**config.mk**
```make
export PLATFORM = sky130hd
export DESIGN_NAME = mux_n_pipe
export DESIGN_NICKNAME = d
export VERILOG_FILES = /design/src/rtl/mux_n_pipe.sv
export SDC_FILE = /design/constraint.sdc
export NUM_CORES = 1
export LEC_CHECK = 0
export BUFFER_PORTS_ARGS = -buffer_cell sky130_fd_sc_hd__buf_4
export CAP_MARGIN = 20
export CORE_AREA = 2 2 131 133
export CTS_BUF_LIST = sky130_fd_sc_hd__clkbuf_8 sky130_fd_sc_hd__clkbuf_16
export DETAILED_ROUTE_END_ITERATION = 12
export DIE_AREA = 0 0 133 135
export GPL_TIMING_DRIVEN = 1
export PLACE_DENSITY = 0.6
export SYNTH_ARGS = -nofsm -noshare
export SYNTH_HDL_FRONTEND = slang
export SYNTH_SLANG_ARGS = --single-unit
```
**constraint.sdc**
```tcl
create_clock -name i_clk -period 1.8 [get_ports i_clk]
set_clock_uncertainty 0.05 [all_clocks]
set_input_delay 0.45 -clock i_clk [delete_from_list [all_inputs] [get_ports i_clk]]
set_output_delay 0.45 -clock i_clk [all_outputs]
set_load 0.01 [all_outputs]
```
**src/rtl/mux_n_pipe.sv**
```systemverilog
// mux_n_pipe: N-way registered multiplexer with a valid/ready handshake on
// both sides and a saturating count of out-of-range selects.
//
// An accepted beat (i_valid && o_ready) captures channel i_select of i_data
// into the output register. If i_select names no existing channel, the beat
// carries all-zero data with o_sel_err=1, and o_err_cnt is incremented.
// Latency is one cycle. A stalled output (o_valid && !i_ready) holds.
//
// Build option: define MUX_N_PIPE_SKID_EN to add a one-entry skid register.
// With the skid, o_ready is a flop with no combinational path from i_ready.
// Without it, o_ready = !o_valid || i_ready.
//
// Parameters
//   WIDTH   data width of each channel and of o_data
//   NUM_IN  number of input channels (2..16)
//   SEL_W   select width, derived from NUM_IN; do not override
//
// Ports
//   i_clk      clock; all state changes on its rising edge
//   i_rst_n    asynchronous active-low reset
//   i_valid    upstream beat valid
//   o_ready    block accepts a beat this cycle
//   i_select   channel index for the beat
//   i_data     flattened channels; channel k at [k*WIDTH +: WIDTH]
//   o_valid    output beat valid
//   i_ready    downstream accepts the output beat
//   o_data     selected data, registered
//   o_sel_err  current output beat came from an out-of-range select
//   o_err_cnt  saturating count of accepted out-of-range beats
module mux_n_pipe #(
  parameter int WIDTH  = 64,
  parameter int NUM_IN = 4,
  parameter int SEL_W  = $clog2(NUM_IN)
) (
  input  logic                    i_clk,
  input  logic                    i_rst_n,
  input  logic                    i_valid,
  output logic                    o_ready,
  input  logic [SEL_W-1:0]        i_select,
  input  logic [NUM_IN*WIDTH-1:0] i_data,
  output logic                    o_valid,
  input  logic                    i_ready,
  output logic [WIDTH-1:0]        o_data,
  output logic                    o_sel_err,
  output logic [7:0]              o_err_cnt
);

  // ---------------------------------------------------------------------
  // Channel select. One-hot hit vector feeding an AND-OR mux, so an
  // out-of-range select naturally yields all-zero data and no hit.
  // ---------------------------------------------------------------------
  logic [WIDTH-1:0]  chan [NUM_IN];
  logic [NUM_IN-1:0] hit;
  logic [WIDTH-1:0]  sel_data;
  logic              sel_oob;

  genvar gi;
  generate
    for (gi = 0; gi < NUM_IN; gi++) begin : g_chan
      assign chan[gi] = i_data[gi*WIDTH +: WIDTH];
      assign hit[gi]  = (i_select == SEL_W'(gi));
    end
  endgenerate

  always_comb begin
    sel_data = '0;
    for (int k = 0; k < NUM_IN; k++) begin
      sel_data = sel_data | (chan[k] & {WIDTH{hit[k]}});
    end
  end

  assign sel_oob = ~|hit;

  logic accept;
  assign accept = i_valid && o_ready;

  // ---------------------------------------------------------------------
  // Output register load control, produced by whichever build is selected.
  // ---------------------------------------------------------------------
  logic             out_load;
  logic [WIDTH-1:0] out_data_next;
  logic             out_err_next;

`ifdef MUX_N_PIPE_SKID_EN

  typedef enum logic [1:0] {
    EMPTY = 2'd0,
    FULL  = 2'd1,
    SKID  = 2'd2
  } state_t;

  state_t           state_reg;
  state_t           state_next;
  logic             ready_reg;
  logic             load_new;
  logic             load_skid;
  logic             skid_to_out;
  logic [WIDTH-1:0] skid_data_reg;
  logic             skid_err_reg;

  // ready_reg tracks the state being entered, so o_ready is a pure flop
  // output. It stays 0 through reset and rises on the first edge after.
  always_ff @(posedge i_clk or negedge i_rst_n) begin
    if (!i_rst_n) begin
      state_reg <= EMPTY;
      ready_reg <= 1'b0;
    end else begin
      state_reg <= state_next;
      ready_reg <= (state_next != SKID);
    end
  end

  always_comb begin
    state_next  = state_reg;
    load_new    = 1'b0;
    load_skid   = 1'b0;
    skid_to_out = 1'b0;
    case (state_reg)
      EMPTY: begin
        if (accept) begin
          state_next = FULL;
          load_new   = 1'b1;
        end
      end
      FULL: begin
        if (accept && i_ready) begin
          load_new = 1'b1;              // pass-through, no bubble
        end else if (accept) begin
          state_next = SKID;            // output stalled: park new beat
          load_skid  = 1'b1;
        end else if (i_ready) begin
          state_next = EMPTY;
        end
      end
      SKID: begin
        // o_ready is 0 here, so no accept can coincide with the drain.
        if (i_ready) begin
          state_next  = FULL;
          skid_to_out = 1'b1;
        end
      end
      default: state_next = EMPTY;
    endcase
  end

  always_ff @(posedge i_clk or negedge i_rst_n) begin
    if (!i_rst_n) begin
      skid_data_reg <= '0;
      skid_err_reg  <= 1'b0;
    end else if (load_skid) begin
      skid_data_reg <= sel_data;
      skid_err_reg  <= sel_oob;
    end
  end

  assign out_load      = load_new || skid_to_out;
  assign out_data_next = skid_to_out ? skid_data_reg : sel_data;
  assign out_err_next  = skid_to_out ? skid_err_reg  : sel_oob;
  assign o_valid       = (state_reg != EMPTY);
  assign o_ready       = ready_reg;

`else

  logic valid_reg;
  logic ready_en_reg;

  // ready_en_reg keeps o_ready low while reset is held and for the
  // remainder of the cycle in which it is released.
  always_ff @(posedge i_clk or negedge i_rst_n) begin
    if (!i_rst_n) begin
      valid_reg    <= 1'b0;
      ready_en_reg <= 1'b0;
    end else begin
      ready_en_reg <= 1'b1;
      if (accept) begin
        valid_reg <= 1'b1;
      end else if (i_ready) begin
        valid_reg <= 1'b0;
      end
    end
  end

  assign out_load      = accept;
  assign out_data_next = sel_data;
  assign out_err_next  = sel_oob;
  assign o_valid       = valid_reg;
  assign o_ready       = ready_en_reg && (!valid_reg || i_ready);

`endif

  // ---------------------------------------------------------------------
  // Output register and error counter, common to both builds.
  // ---------------------------------------------------------------------
  logic [WIDTH-1:0] data_reg;
  logic             err_reg;
  logic [7:0]       err_cnt_reg;

  always_ff @(posedge i_clk or negedge i_rst_n) begin
    if (!i_rst_n) begin
      data_reg <= '0;
      err_reg  <= 1'b0;
    end else if (out_load) begin
      data_reg <= out_data_next;
      err_reg  <= out_err_next;
    end
  end

  always_ff @(posedge i_clk or negedge i_rst_n) begin
    if (!i_rst_n) begin
      err_cnt_reg <= 8'd0;
    end else if (accept && sel_oob && (err_cnt_reg != 8'hFF)) begin
      err_cnt_reg <= err_cnt_reg + 8'd1;
    end
  end

  assign o_data    = data_reg;
  assign o_sel_err = err_reg;
  assign o_err_cnt = err_cnt_reg;

endmodule

```
# Yosys cells after proc, flatten, opt, wreduce, memory -nomap -nowiden
# Cells that the tools add are included.
[classes] addsub=1 n_eq_ne=4 n_bitwise=7 reduce_logical=10 muxes=2
[op_table] cell="AND 64 bit" n=4
[op_table] cell="OR 64 bit" n=3
[op_table] cell="adder 8 x 1 -> 8 bit (second input constant)" n=1
[op_table] cell="inequality test 8 bit (second input constant)" n=1
[op_table] cell="== test 2 bit (second input constant)" n=2
[op_table] cell="logical AND 1 bit" n=4
[op_table] cell="OR reduction 4 bit" n=1
[op_table] cell="== test 2 x 1 -> 1 bit (second input constant)" n=1
[op_table] cell="logical NOT 1 bit" n=2
[op_table] cell="logical NOT 2 bit" n=1
[op_table] cell="2-to-1 mux 1 bit" n=2
[op_table] cell="nonzero test 2 bit" n=1
[op_table] cell="logical OR 1 bit" n=1
[word_totals] inputBits=262 out_inout_bits=75 word_cells=29 ff_bits=75

# Longest topological paths before layout
[depth] depth_word=6 depth_mapped=5 mapped_depth_nobuf=3

# Worst setup path after synthesis
# No wires, ideal clock.
[synth_timing] path_type="input-to-reg" startpoint="in i_select[1]" endpoint="reg data_reg[0], in the netlist o_data[0]" t_arrival_ps=1552 path_buffers=2 cell_stages=4 required_ps=1625 setup_slack_ps=73 path_cell_list="buf_2 -> clkbuf_1 -> mux4_2 -> mux2_2"
[synth_via] elab_chain_cells=5 elab_cells_between_ends=11
[synth_lines] item="start: declaration" line="39" text="input logic [SEL_W-1:0] i_select,"
[synth_lines] item="== test 2 x 1 -> 1 bit / logical NOT 2 bit (equally long branches)" line="61" text="assign hit[gi] = (i_select == SEL_W'(gi));"
[synth_lines] item="AND 64 bit" line="68" text="sel_data = sel_data | (chan[k] & {WIDTH{hit[k]}});"
[synth_lines] item="OR 64 bit (2 in series)" line="68"
[synth_lines] item="OR 64 bit *" line="68"
[synth_lines] item="end signal: assignment" line="203" text="data_reg <= out_data_next;"
[synth_lines] item="end: declaration" line="194" text="logic [WIDTH-1:0] data_reg;"
# Mark *: on every way between the ends. The rest lies on a longest branch, timed or not.
# A chain may end at the register's enable or synchronous reset.

# Worst setup path after layout
[layout_timing] startpoint="reg valid_reg, in the netlist o_valid" endpoint="out o_ready"
[layout_via] elab_chain_cells=3
[layout_lines] item="start: declaration" line="164" text="logic valid_reg;"
[layout_lines] item="start signal: assignment" line="171" text="valid_reg <= 1'b0;"
[layout_lines] item="start signal: assignment" line="176" text="valid_reg <= 1'b1;"
[layout_lines] item="start signal: assignment" line="178" text="valid_reg <= 1'b0;"
[layout_lines] item="logical NOT 1 bit" line="187" text="assign o_ready = ready_en_reg && (!valid_reg || i_ready);"
[layout_lines] item="logical OR 1 bit" line="187"
[layout_lines] item="logical AND 1 bit" line="187"
[layout_lines] item="end: declaration" line="38" text="output logic o_ready,"
# Every way passes these cells.

==> results <==
- The detailed router placed 3600 vias in this run.
- The initial utilization of the core area, before any placement, comes to 25.9%.
- The minimum setup slack among reg-to-reg paths is 0.38 ns.
- The number of buffer cells added on primary ports is 336.
- The beginning of the worst register-to-register path is o_valid.
- Broken down by cell family, the worst path's largest delay share belongs to flip-flops.
- At the end of the flow, the number of nets in the layout was 828.
- The run finished with clean final reports.
- Counting every instance in the synthesized netlist gives 238.
- The number of cells traversed by the worst register-to-register path is 4.
- A synthesized cell averages 17.8 um2.
- The worst setup path is launched from a register.
- Data on the critical path is required at its endpoint by roughly 1.3 ns.
- Data arrives at the worst endpoint at 1.15 ns.
- The floorplan has 47 rows.
- The number of gates resized after cts is 0.
- Summed over all layers, the routed wires come to between 10000 and 15000 um.
- The CTS tree is built.
- Together, buffers and inverters on the worst path number 1.
- The floorplan step defined a die boundary enclosing 0.0180 mm2.
- The last weighted congestion value of the routability-driven placer is 0.816.
- In the final routed layout, each cell accounts on average for 18.0 um.
- The sequential cell area fraction in the yosys report is 44.2%.
- In this run the clock root is driven by a clkbuf_16.
- The minimum clock period is 1.65 ns.
- The critical path endpoint category is an output pin.
- The total iterations of the first detailed-routing run is 4.
- The count of endpoints failing hold in the final timing report is 0.
- The number of top-level design ports is 337.
- The synthesis warning total is 0.
- The total power density per cell area is 858 mW/mm2.
- The signal on the critical path passes through nand2b_1, and2_1, buf_4.
- Summed over all cells, the static leakage comes to approximately 3.5 nW.
- The largest single stage delay on the critical path is 0.39 ns.
- Across the run, the number of max-cap violations was 0.
- The final core utilization is 45.2%.
- The post-synthesis net count is 500.
- After clock tree synthesis, the clock-pin slew on the worst setup and hold paths is 0.06 ns.
- From bottom edge to top edge, the die measures about 140 um.
- The worst-path maximum fanout is 3.
- The area of all placed cells without fillers is 0.00741 mm2.
- Setup repair after global routing left no endpoint under its margin.
- Dividing the final minimum period by the clock period gives 91.6%.
- The synthesis-stage register bit count is 75.
- The number of flip-flops in the largest register is 64.
- The detail route stage leaves a number of antenna-violating nets equal to 0.
- Across the VDD grid, the largest voltage drop is between 0.4 and 0.5 mV.
- The most common cell after layout, fill and taps aside is buf_4.
- Counting the fill cells in the layout gives 1508.
- The floorplan step defined a core boundary enclosing 0.0164 mm2.
- After detailed routing, the number of remaining DRC violations is 0.
- The critical path class is reg2out.
- The post-detailed-placement half-perimeter wirelength is 11500 um.
- In this run the horizontal extent of the chip is roughly 130 um.
- The number of antenna violations at the first check in global routing is 0.
- Derived from the worst setup path, the maximum achievable clock frequency is 0.606 GHz.
- After detailed routing, the number of vias per cell comes to between 4 and 5.
- The final number of setup-violating endpoints is 0.
- Entering global routing, the biggest net connects 76 pins.
- The number of max-slew violations in the final report came to 0.
- In the layout the commonest cells are buf_4, dfrtp_1, mux2_2.
- The later pin in the worst-skew pair is clocked with a latency of 0.33 ns.
- The first global-routing pass estimated 21700 um of wire.
- The layout overhead on the synthesized area is 74.5%.
- The slowest stage of the critical path is the dfrtp_1 cell.
- The number of setup buffers added after CTS is 0.
- No sink is reached through more buffers than the 2 on the longest clock path.
- The area of the mapped netlist is ~0.0042 mm2.
- Clock tree synthesis inserted a total of 9 buffers.
- 0 antenna diodes ended up in the layout.
- After clock tree synthesis, the flow added hold-fix buffers numbering 0.
- The clock drives 75 sinks.
- The minimum hold slack is 0.0695 ns.
- The cell area reported after detailed placement is 0.00705 mm2.
- The H-tree level count is 3.
- In this run the critical register-to-register path is captured at o_data[37].
- The path class of the tightest hold or removal check is in2async.
- The distinct cell type count after synthesis is 12.
- After global routing the overflow that remains totals 0.
- Cells with a size suffix above 1 make up between 80% and 90% of the layout.
- The via count of the first global-routing pass is between 4000 and 5000.
- After the first detailed-routing iteration, the DRC count stood at between 70 and 80.
- Global routing consumed, over all layers together, 15.9% of the routing resources.
## power by group
group          internal, W  total, W  switching, W
clock network      0.00147   0.00217      0.000700
registers          0.00203   0.00221      0.000181
logic              0.00129   0.00198      0.000692
## cells in the mapped netlist
library cell | instances | area, um2
mux4_1 | 1 | 26.3
clkbuf_1 | 13 | 48.8
buf_6 | 7 | 78.8
buf_2 | 9 | 45.0
and2_1 | 2 | 12.5
conb_1 | 1 | 3.75
nand2_1 | 1 | 3.75
mux4_2 | 63 | 1420
nand2b_1 | 1 | 6.26
mux2_2 | 64 | 721
nand3_1 | 1 | 5.00
dfrtp_1 | 75 | 1880
## how the worst max path moves through the flow
stage / depth (start not counted) / endpoint / from
final: 3 / o_ready / o_valid
after global routing: 3 / o_ready / o_valid
after floorplan: 4 / o_data[0] / i_select[1]
after global placement: 4 / o_data[35] / i_select[0]
after CTS: 3 / o_ready / o_valid
after detailed placement: 4 / o_data[35] / i_select[0]
## routing by layer
layer  vias up  track usage [%]  wire (um)
li1       1608                -          -
met1      1777             17.1       5040
met2       199             29.0       7630
met3        16             5.29       1330
met4         0             5.68        250
met5         -                0          0
## cell families after synthesis
family                 share of synthesized area, %
flip-flops                                     44.2
AND/OR/NAND/NOR                               0.648
other                                        0.0883
multiplexers                                   51.0
buffers and inverters                          4.07
## layout make-up
type | count | area, um2 | area share (%)
clock buffers | 12 | 267 | 3.60
clock inverters | 4 | 95.1 | 1.28
multi-input cells | 134 | 2210 | 29.8
flip-flops and latches | 75 | 1880 | 25.3
well taps | 220 | 275 | 3.72
repair buffers | 346 | 2690 | 36.2
## metrics by stage
step                power (W)  instances  setup slack [ns]  TNS [ns]
finish                0.00635        791             0.151         0
global route          0.00668        791            0.0496         0
CTS                   0.00647        791             0.125         0
detailed placement    0.00425        775           -0.0750     -1.54
global placement      0.00421        775           -0.0754    -0.717
floorplan             0.00305        238            0.0731         0
(Power assumes the default switching activity.)
